**config.mk**
```make
export PLATFORM = sky130hd
export DESIGN_NAME = tespar_decoder
export DESIGN_NICKNAME = d
export VERILOG_FILES = /design/src/rtl/tespar_decoder.sv
export SDC_FILE = /design/constraint.sdc
export NUM_CORES = 1
export LEC_CHECK = 0
export BUFFER_PORTS_ARGS = -buffer_cell sky130_fd_sc_hd__buf_2
export CORE_UTILIZATION = 25
export DETAILED_ROUTE_END_ITERATION = 8
export GPL_TIMING_DRIVEN = 0
export REMOVE_ABC_BUFFERS = 1
export SYNTH_ARGS = -nofsm -noshare
export SYNTH_HDL_FRONTEND = slang
export SYNTH_SLANG_ARGS = --single-unit
```
**constraint.sdc**
```tcl
create_clock -name clk -period 6.8 [get_ports clk]
set_input_delay 0.68 -clock clk [delete_from_list [all_inputs] [get_ports clk]]
set_output_delay 0.68 -clock clk [all_outputs]
set_load 0.02 [all_outputs]
```
**src/rtl/tespar_decoder.sv**
```systemverilog
// TESPAR symbol decoder: FIFO-buffered symbols expanded into signed epochs of D samples with S dips.
// First sample two cycles after the write; never stalls the encoder, drops symbols on a full FIFO.

module tespar_fifo #(
    parameter int W     = 5,
    parameter int DEPTH = 8
) (
    input  logic                       clk,
    input  logic                       rst,
    input  logic                       wr_vld,
    input  logic [W-1:0]               wr_dat,
    output logic                       wr_rdy,
    output logic                       rd_vld,
    output logic [W-1:0]               rd_dat,
    input  logic                       rd_rdy,
    output logic [$clog2(DEPTH):0]     count
);
    localparam int AW = $clog2(DEPTH);
    localparam logic [AW:0]   CNT_FULL = (AW+1)'(DEPTH);
    localparam logic [AW:0]   CNT_ONE  = (AW+1)'(1);
    localparam logic [AW-1:0] PTR_ONE  = AW'(1);

    logic [W-1:0]  mem [DEPTH];
    logic [AW-1:0] wr_ptr;
    logic [AW-1:0] rd_ptr;
    logic          push;
    logic          pop;

    // A pop on the same edge frees the slot, so a full FIFO can still accept.
    assign rd_vld = (count != '0);
    assign pop    = rd_rdy & rd_vld;
    assign wr_rdy = (count != CNT_FULL) | pop;
    assign push   = wr_vld & wr_rdy;
    assign rd_dat = mem[rd_ptr];

    always_ff @(posedge clk or posedge rst) begin
        if (rst) begin
            wr_ptr <= '0;
            rd_ptr <= '0;
            count  <= '0;
        end else begin
            if (push) wr_ptr <= wr_ptr + PTR_ONE;
            if (pop)  rd_ptr <= rd_ptr + PTR_ONE;
            if (push && !pop)
                count <= count + CNT_ONE;
            else if (pop && !push)
                count <= count - CNT_ONE;
        end
    end

    always_ff @(posedge clk) begin
        if (push) mem[wr_ptr] <= wr_dat;
    end
endmodule

module tespar_decoder #(
    parameter int FIFO_DEPTH = 8,
    parameter int AMP        = 64,
    parameter int DIP_SHIFT  = 1
) (
    input  logic              clk,
    input  logic              reset,
    input  logic [4:0]        code,
    input  logic              valid,
    output logic signed [7:0] dout,
    output logic              dout_valid,
    output logic              busy,
    output logic              overflow,
    output logic              illegal
);
    localparam logic [7:0] AMP_MAG = 8'(AMP);
    localparam logic [7:0] DIP_MAG = AMP_MAG - (AMP_MAG >> DIP_SHIFT);

    typedef enum logic [1:0] {IDLE, LOAD, EMIT} state_t;

    state_t     state;
    logic [4:0] d_reg;
    logic [1:0] s_reg;
    logic [4:0] p1;
    logic [4:0] p2;
    logic [4:0] j;
    logic       pol;

    logic                          legal;
    logic                          wr_rdy;
    logic                          fifo_vld;
    logic [4:0]                    hd;
    logic [$clog2(FIFO_DEPTH):0]   fifo_count;
    logic                          pop;

    logic [4:0] hd_off;
    logic [4:0] hd_d;
    logic [1:0] hd_s;
    logic [4:0] hd_p1;
    logic [4:0] hd_p2;

    assign legal = (code != 5'd0) && (code <= 5'd28);
    assign pop   = (state == LOAD);

    tespar_fifo #(.W(5), .DEPTH(FIFO_DEPTH)) u_fifo (
        .clk    (clk),
        .rst    (reset),
        .wr_vld (valid & legal),
        .wr_dat (code),
        .wr_rdy (wr_rdy),
        .rd_vld (fifo_vld),
        .rd_dat (hd),
        .rd_rdy (pop),
        .count  (fifo_count)
    );

    // Symbols 10..28 pair up: even offset gives one dip, odd offset gives two.
    assign hd_off = hd - 5'd10;
    assign hd_d   = (hd < 5'd10) ? hd : 5'd10 + (hd_off >> 1);
    assign hd_s   = (hd < 5'd10) ? 2'd0 : 2'd1 + {1'b0, hd_off[0]};
    assign hd_p1  = (hd_s == 2'd2) ? (hd_d >> 2) : (hd_d >> 1);
    assign hd_p2  = 5'(({2'b00, hd_d} * 7'd3) >> 2);

    function automatic logic [7:0] sample(input logic [4:0] idx, input logic [1:0] s,
                                          input logic [4:0] q1, input logic [4:0] q2,
                                          input logic neg);
        logic [7:0] mag;
        mag = AMP_MAG;
        if ((s != 2'd0 && idx == q1) || (s == 2'd2 && idx == q2))
            mag = DIP_MAG;
        return neg ? (~mag + 8'd1) : mag;
    endfunction

    assign busy = (fifo_count != '0) | (state != IDLE);

    always_ff @(posedge clk or posedge reset) begin
        if (reset) begin
            overflow <= 1'b0;
            illegal  <= 1'b0;
        end else begin
            overflow <= valid & legal & ~wr_rdy;
            illegal  <= valid & ~legal;
        end
    end

    always_ff @(posedge clk or posedge reset) begin
        if (reset) begin
            state      <= IDLE;
            d_reg      <= '0;
            s_reg      <= '0;
            p1         <= '0;
            p2         <= '0;
            j          <= '0;
            pol        <= 1'b0;
            dout       <= '0;
            dout_valid <= 1'b0;
        end else begin
            case (state)
                IDLE: begin
                    dout       <= '0;
                    dout_valid <= 1'b0;
                    if (fifo_vld) state <= LOAD;
                end
                LOAD: begin
                    d_reg      <= hd_d;
                    s_reg      <= hd_s;
                    p1         <= hd_p1;
                    p2         <= hd_p2;
                    j          <= '0;
                    dout       <= sample(5'd0, hd_s, hd_p1, hd_p2, pol);
                    dout_valid <= 1'b1;
                    state      <= EMIT;
                end
                EMIT: begin
                    if (j == d_reg - 5'd1) begin
                        pol        <= ~pol;
                        dout       <= '0;
                        dout_valid <= 1'b0;
                        state      <= fifo_vld ? LOAD : IDLE;
                    end else begin
                        j    <= j + 5'd1;
                        dout <= sample(j + 5'd1, s_reg, p1, p2, pol);
                    end
                end
                default: state <= IDLE;
            endcase
        end
    end
endmodule

```
Word level (Yosys, flattened, before mapping) --
Memories as Yosys holds them, arrays and structs flattened. Index checks and enable logic that the tools add are counted.
Storage, ports and cells: bits in registers 46, memory bits (writable) 40, input port bits 8, output and inout port bits 12, word-level logic and storage cells 102, memories kept 1
Memory list:
- u_fifo.mem | words 8, bits a word 5, read ports 1, clocked after Yosys merged registers in 0, write ports 1, line 23 | logic [W-1:0] mem [DEPTH];
Cells by class: $add $sub $neg 11, multipliers 1, order comparisons 2, equality and inequality tests 11, muxes and demuxes 24, bitwise logic cells 12, reductions and logical operators 26
Operators with widths (count):
- 8-bit 2-to-1 mux | 6
- 8-bit one-hot mux with 3 select lines | 1
- 8-bit by 1-bit adder with 8-bit output (second input constant) | 2
- 8-bit inverter | 2
- 5-bit equality test | 3
- 7-bit 2-to-1 mux | 2
- 4-bit 2-to-1 mux | 3
- 5-bit logical NOT | 2
- 5-bit 2-to-1 mux | 2
- 5-bit one-hot mux with 2 select lines | 1
- 2-bit nonzero test | 5
- 2-bit AND reduction | 4
- 1-bit logical AND | 7
- 5-bit by 2-bit multiplier with 7-bit output (second input constant) | 1
- 3-bit by 1-bit adder with 3-bit output (second input constant) | 2
- 2-bit equality test (second input constant) | 3
- 2-bit 2-to-1 mux | 3
- 2-bit != test (second input constant) | 3
- 2-bit one-hot mux with 3 select lines | 1
- 4-bit by 4-bit adder with 5-bit output (first input constant) | 1
- 5-bit by 1-bit adder with 5-bit output (second input constant) | 1
- 1-bit bitwise AND | 5
- 5-bit less-or-equal comparator (second input constant) | 1
- 5-bit by 4-bit < comparator with 1-bit output (second input constant) | 1
- 17 further kinds | 25

Logic depth before layout (Yosys ltp) --
An unclocked memory read counts as a cell.
depth in word-level cells 15, depth in mapped cells 17

Modules after synthesis --
From an unflattened synthesis, not the netlist that was laid out.
Second synthesis, totals: cells, all modules 362, area, all modules 4395.5 µm²
Modules (own cells, without submodules):
- tespar_fifo | instances 1, cells an instance 121, area each 2203.4 µm², sequential area each 1451.4 µm²
- tespar_decoder | instances 1, cells an instance 241, area each 2192.1 µm², sequential area each 750.7 µm²

Least setup slack after synthesis --
OpenSTA, ideal clock, no wires.
kind flip-flop to flip-flop, start register u_fifo.rd_ptr[0], end register dout[6], setup time 124 ps, arrival time 4186 ps, data required time 6676 ps, setup slack 2490 ps, stages on the path, launching flop included 18, path through dfrtp_1 -> buf_6 -> buf_12 -> mux4_1 -> mux2i_1 -> ha_1 -> xnor2_1 -> ha_1 -> o21ai_0 -> o41ai_2 -> a211oi_4 -> ha_1 -> a21o_1 -> a21o_1 -> o31a_1 -> a221oi_2 -> o2111ai_1 -> a211o_1
RTL lines:
- start: declaration | line 25 | logic [AW-1:0] rd_ptr;
- start signal: assignment | line 43 | if (pop) rd_ptr <= rd_ptr + PTR_ONE;
- memory 8 x 5 bit (*)
- 5-bit by 4-bit subtractor with 5-bit output | line 113 | assign hd_off = hd - 5'd10;
- 4-bit by 4-bit adder with 5-bit output | line 114 | assign hd_d = (hd < 5'd10) ? hd : 5'd10 + (hd_off >> 1);
- 5-bit 2-to-1 mux (*) | line 114
- named net hd_d[3] | line 92 | logic [4:0] hd_d;
- 5-bit by 2-bit multiplier with 7-bit output / 4-bit 2-to-1 mux (equally long branches) | line 117, 116
- 5-bit logical NOT | line 124 | if ((s != 2'd0 && idx == q1) || (s == 2'd2 && idx == q2))
- 1-bit logical AND | line 124
- 1-bit logical OR (*) | line 124
- 7-bit 2-to-1 mux (*) | line 124
- 8-bit 2-to-1 mux (*) | line 153 | case (state)
- 8-bit inverter | line 126 | return neg ? (~mag + 8'd1) : mag;
- 8-bit by 1-bit adder with 8-bit output | line 126
- 8-bit 2-to-1 mux (*) | line 126
- 8-bit one-hot mux with 3 select lines (*) | line 153
- end signal: assignment | line 165 | dout <= sample(5'd0, hd_s, hd_p1, hd_p2, pol);
- end signal: assignment | line 177 | dout <= sample(j + 5'd1, s_reg, p1, p2, pol);
- end: declaration | line 65 | output logic signed [7:0] dout,
The timed path passes the listed nets; every way through them passes the cells marked *. The select of a mux whose other input is x is not followed. A chain may end at the register's enable or synchronous reset.

Final worst setup path --
Same ends and word-level chain as after synthesis.

==> results by stage <==
Die:
- The horizontal die dimension is 135 um.
- The number of standard-cell rows in the floorplan is 48.
- The number of top-level pins is 20.
- The die is 135 um tall.
- The initial standard-cell utilization of the core is 25.6%.
- The area of the core is 17400 um^2.
- The die covers 18300 um^2.

Setup path:
- STA puts the critical path data arrival time at 5.55 ns.
- The classification of the worst setup path is reg2reg.
- In this run the worst path has a maximum fanout of 20.
- The category of the worst setup path capture point is a flop.
- The data required time at the worst endpoint is 7.01 ns.
- STA classifies the critical path startpoint as a flop.

Synthesis:
- In the synthesized netlist the dominant register cell turns out to be sky130_fd_sc_hd__edfxtp_1.
- The cell count after synthesis is 376.
- By area, the combinational part of the netlist is dominated by compound AO/OA/AOI/OAI gates.
- After Yosys synthesis, XOR and XNOR cells account for 5.42% of the synthesized area.
- The synthesized design contains 80 register bits.
- Counting flops with an async set or reset pin after synthesis yields a share of 50.0%.
- In this run, synthesis inferred 40 flip-flops with an integrated enable.
- The portion of synthesized area spent on multiplexers is 9.92%.
- The mean instance size in the synthesized netlist is 11.8 um^2.
- After Yosys synthesis, and, or, nand and nor cells account for 11.9% of the synthesized area.
- The cell area after technology mapping is 4450 um^2.
- Yosys printed 0 warnings.
- The share of the synthesized area in compound gates (AO/OA/AOI/OAI) is 13.0%.
- The distinct cell type count after synthesis is 65.
- The post-synthesis share of cell area spent on full adders, half adders and majority gates is 5.96%.
- The share of the yosys chip area belonging to registers is 49.5%.

Timing:
- Setup violations remaining at the end of the flow were counted as 0.
- The count of final max-slew check failures is 0.
- Setup repair after global routing left no endpoint under its margin.
- The normalized max-slew margin is 36.8%.
- The slew at the pin closest to its max-slew limit is 0.948 ns.
- The minimum clock period is 5.34 ns.
- Clock skew on the completed layout was measured at 0.00491 ns.
- The upper clock frequency limit is 187 MHz.
- The final cycle utilization of the critical path is 78.6%.
- Setup total negative slack on the finished layout was measured at 0 ns.
- The count of final hold-check violations was 0.

CTS:
- The number of clock sinks seen by CTS is 80.
- The clock latency on the worst-skew pair is 0.33 ns.
- The number of gates resized after CTS was 0.
- TritonCTS built the clock tree.
- The clock root buffer master is sky130_fd_sc_hd__clkbuf_16.
- The H-tree depth reported by CTS is 3.
- In this run, post-CTS hold repair placed 0 buffers.
- Counting the buffers created by CTS gives 9.
- The longest clock path from root to sink contains 2 buffers.
- The clock-pin slew on the worst setup and hold paths is 0.06 ns.
- The number of setup buffers added after CTS is 0.

Placement:
- The count of port buffers added during placement is 14.
- The HPWL after detailed placement is 6340 um.
- The number of instances in the placed design is 598.
- The placer congestion estimate is 0.781.

Global route:
- Entering global routing, the biggest net connects 41 pins.
- The number of antenna violations at the first check in global routing is 0.
- The global route total overflow is 0.
- Global routing used 10.1% of the available tracks across all layers.
- The first global-routing pass estimated 14400 um of wire.
- The number of global-route vias before repair is 2864.

Cells and area:
- The total inserted antenna cells is 0.
- Summing all multi-input logic gate instances after layout gives 2070 um^2.
- The synthesis-to-layout area growth is 11.6%.
- Cells fill 28.6% of the core in the end.
- The final layout contains 412 nets.
- In the final layout, the share of cells above drive strength 1 is 13.1%.
- The flip-flop count of the largest register after layout is 40.
- The register area is 2200 um^2.
- After filler insertion, the fill cell instance count of the layout stands at 1749.
- Leaving out fill and tap cells, the most frequent cells in the layout are sky130_fd_sc_hd__dfrtp_1 (40), sky130_fd_sc_hd__edfxtp_1 (40), sky130_fd_sc_hd__nand2_1 (28).
- The register containing the most flip-flops in the final layout is u_fifo.mem.
- The post-route non-filler standard cell count is 614.

Routing:
- The routed layout has 2900 vias.
- The length of the first detailed-routing pass in iterations is 5.
- Dividing the detail-routed via count by the number of cells gives 4.72.
- The average wire length per cell after detail routing is 14.1 um.
- In the routed design, unresolved DRC markers number 0.
- The detailed router finished its first iteration with 151 violations.
- The total wire length after detailed routing is 8630 um.
- In this run the remaining antenna-violating nets after routing total 0.

Status:
- The run finished with clean final reports.

Run:
- Across the run, the number of max-cap violations was 0.

Worst hold path:
- The class of the worst hold path is reg2reg.
-- routing by layer --
metal	vias to the layer above	track usage, %	routed length (um)
met1	1455	12.6	3960
li1	1395	-	-
met4	0	1.87	38
met2	47	17.6	4410
met5	-	0	0
met3	3	2.47	220
-- cell usage after synthesis (7+ instances only) --
master | instances | share of area [%]
sky130_fd_sc_hd__mux2_2 | 7 | 1.8
sky130_fd_sc_hd__mux4_1 | 7 | 4.1
sky130_fd_sc_hd__nor3_1 | 15 | 1.7
sky130_fd_sc_hd__edfxtp_1 | 40 | 27
sky130_fd_sc_hd__xnor2_1 | 14 | 2.8
sky130_fd_sc_hd__nand2_1 | 28 | 2.4
sky130_fd_sc_hd__nor3b_1 | 9 | 1.5
sky130_fd_sc_hd__dfrtp_1 | 40 | 22
sky130_fd_sc_hd__ha_1 | 18 | 5.1
sky130_fd_sc_hd__xor2_1 | 11 | 2.2
sky130_fd_sc_hd__a21oi_1 | 14 | 1.6
sky130_fd_sc_hd__a21o_1 | 7 | 1.2
sky130_fd_sc_hd__inv_1 | 17 | 1.4
sky130_fd_sc_hd__nor2_1 | 24 | 2.0
sky130_fd_sc_hd__clkbuf_1 | 10 | 0.84
sky130_fd_sc_hd__o21ai_0 | 19 | 2.1
-- kinds of logic (layout without fill, tap and decap cells) --
logic type,count (synthesis),count (layout)
flip-flops,80,80
AND/OR/NAND/NOR,106,106
adder cells (fa/ha/maj),20,20
multiplexers,26,26
other,1,5
XOR/XNOR,26,26
buffers and inverters,39,48
AO/OA/AOI/OAI,78,78
-- critical path, stage by stage (launching register included) --
cell and delay, ns:
sky130_fd_sc_hd__dfrtp_1 0.89, sky130_fd_sc_hd__mux4_1 0.69, sky130_fd_sc_hd__mux2i_1 0.37, sky130_fd_sc_hd__ha_1 0.40, sky130_fd_sc_hd__xnor2_1 0.12, sky130_fd_sc_hd__ha_1 0.27
sky130_fd_sc_hd__o21ai_0 0.22, sky130_fd_sc_hd__o41ai_2 0.12, sky130_fd_sc_hd__a211oi_4 0.40, sky130_fd_sc_hd__ha_1 0.36, sky130_fd_sc_hd__a21o_1 0.20, sky130_fd_sc_hd__a21o_1 0.21
sky130_fd_sc_hd__o31a_1 0.12, sky130_fd_sc_hd__a221oi_2 0.29, sky130_fd_sc_hd__o2111ai_1 0.23, sky130_fd_sc_hd__a211o_1 0.31
-- metrics by stage --
stage	hold slack (ns)	setup WS, ns	instance area [um^2]
after floorplan	0.440	2.30	4340
after global placement	0.462	1.55	4690
after detailed placement	0.461	1.46	4690
after CTS	0.473	1.44	4970
after global routing	0.504	1.15	4970
final	0.470	1.46	4970
-- area by class of cell --
cell class | count | share of cell area, %
timing repair buffer | 14 | 1.41
multi-input combinational | 261 | 41.7
sequential | 80 | 44.3
clock buffer | 12 | 4.96
tap | 225 | 5.66
clock inverter | 4 | 0.579
inverter | 18 | 1.36
-- path summary, 6_finish.rpt --
path	start	end	slack [ns]	cells past startpoint
hold reg to reg	dout[7]	dout[7]	0.47	2
max in group asynchronous	reset	d_reg[2]	5.70	2
setup / recovery	u_fifo.rd_ptr[0]	dout[6]	1.46	15
min in group asynchronous	reset	u_fifo.wr_ptr[1]	0.54	2
setup reg to reg	u_fifo.rd_ptr[0]	dout[6]	1.46	15
hold / removal	dout[7]	dout[7]	0.47	2
Power is left out: the tool's default activity adds up to more than one toggle a clock period on the data nets, which glitch-free logic cannot reach.
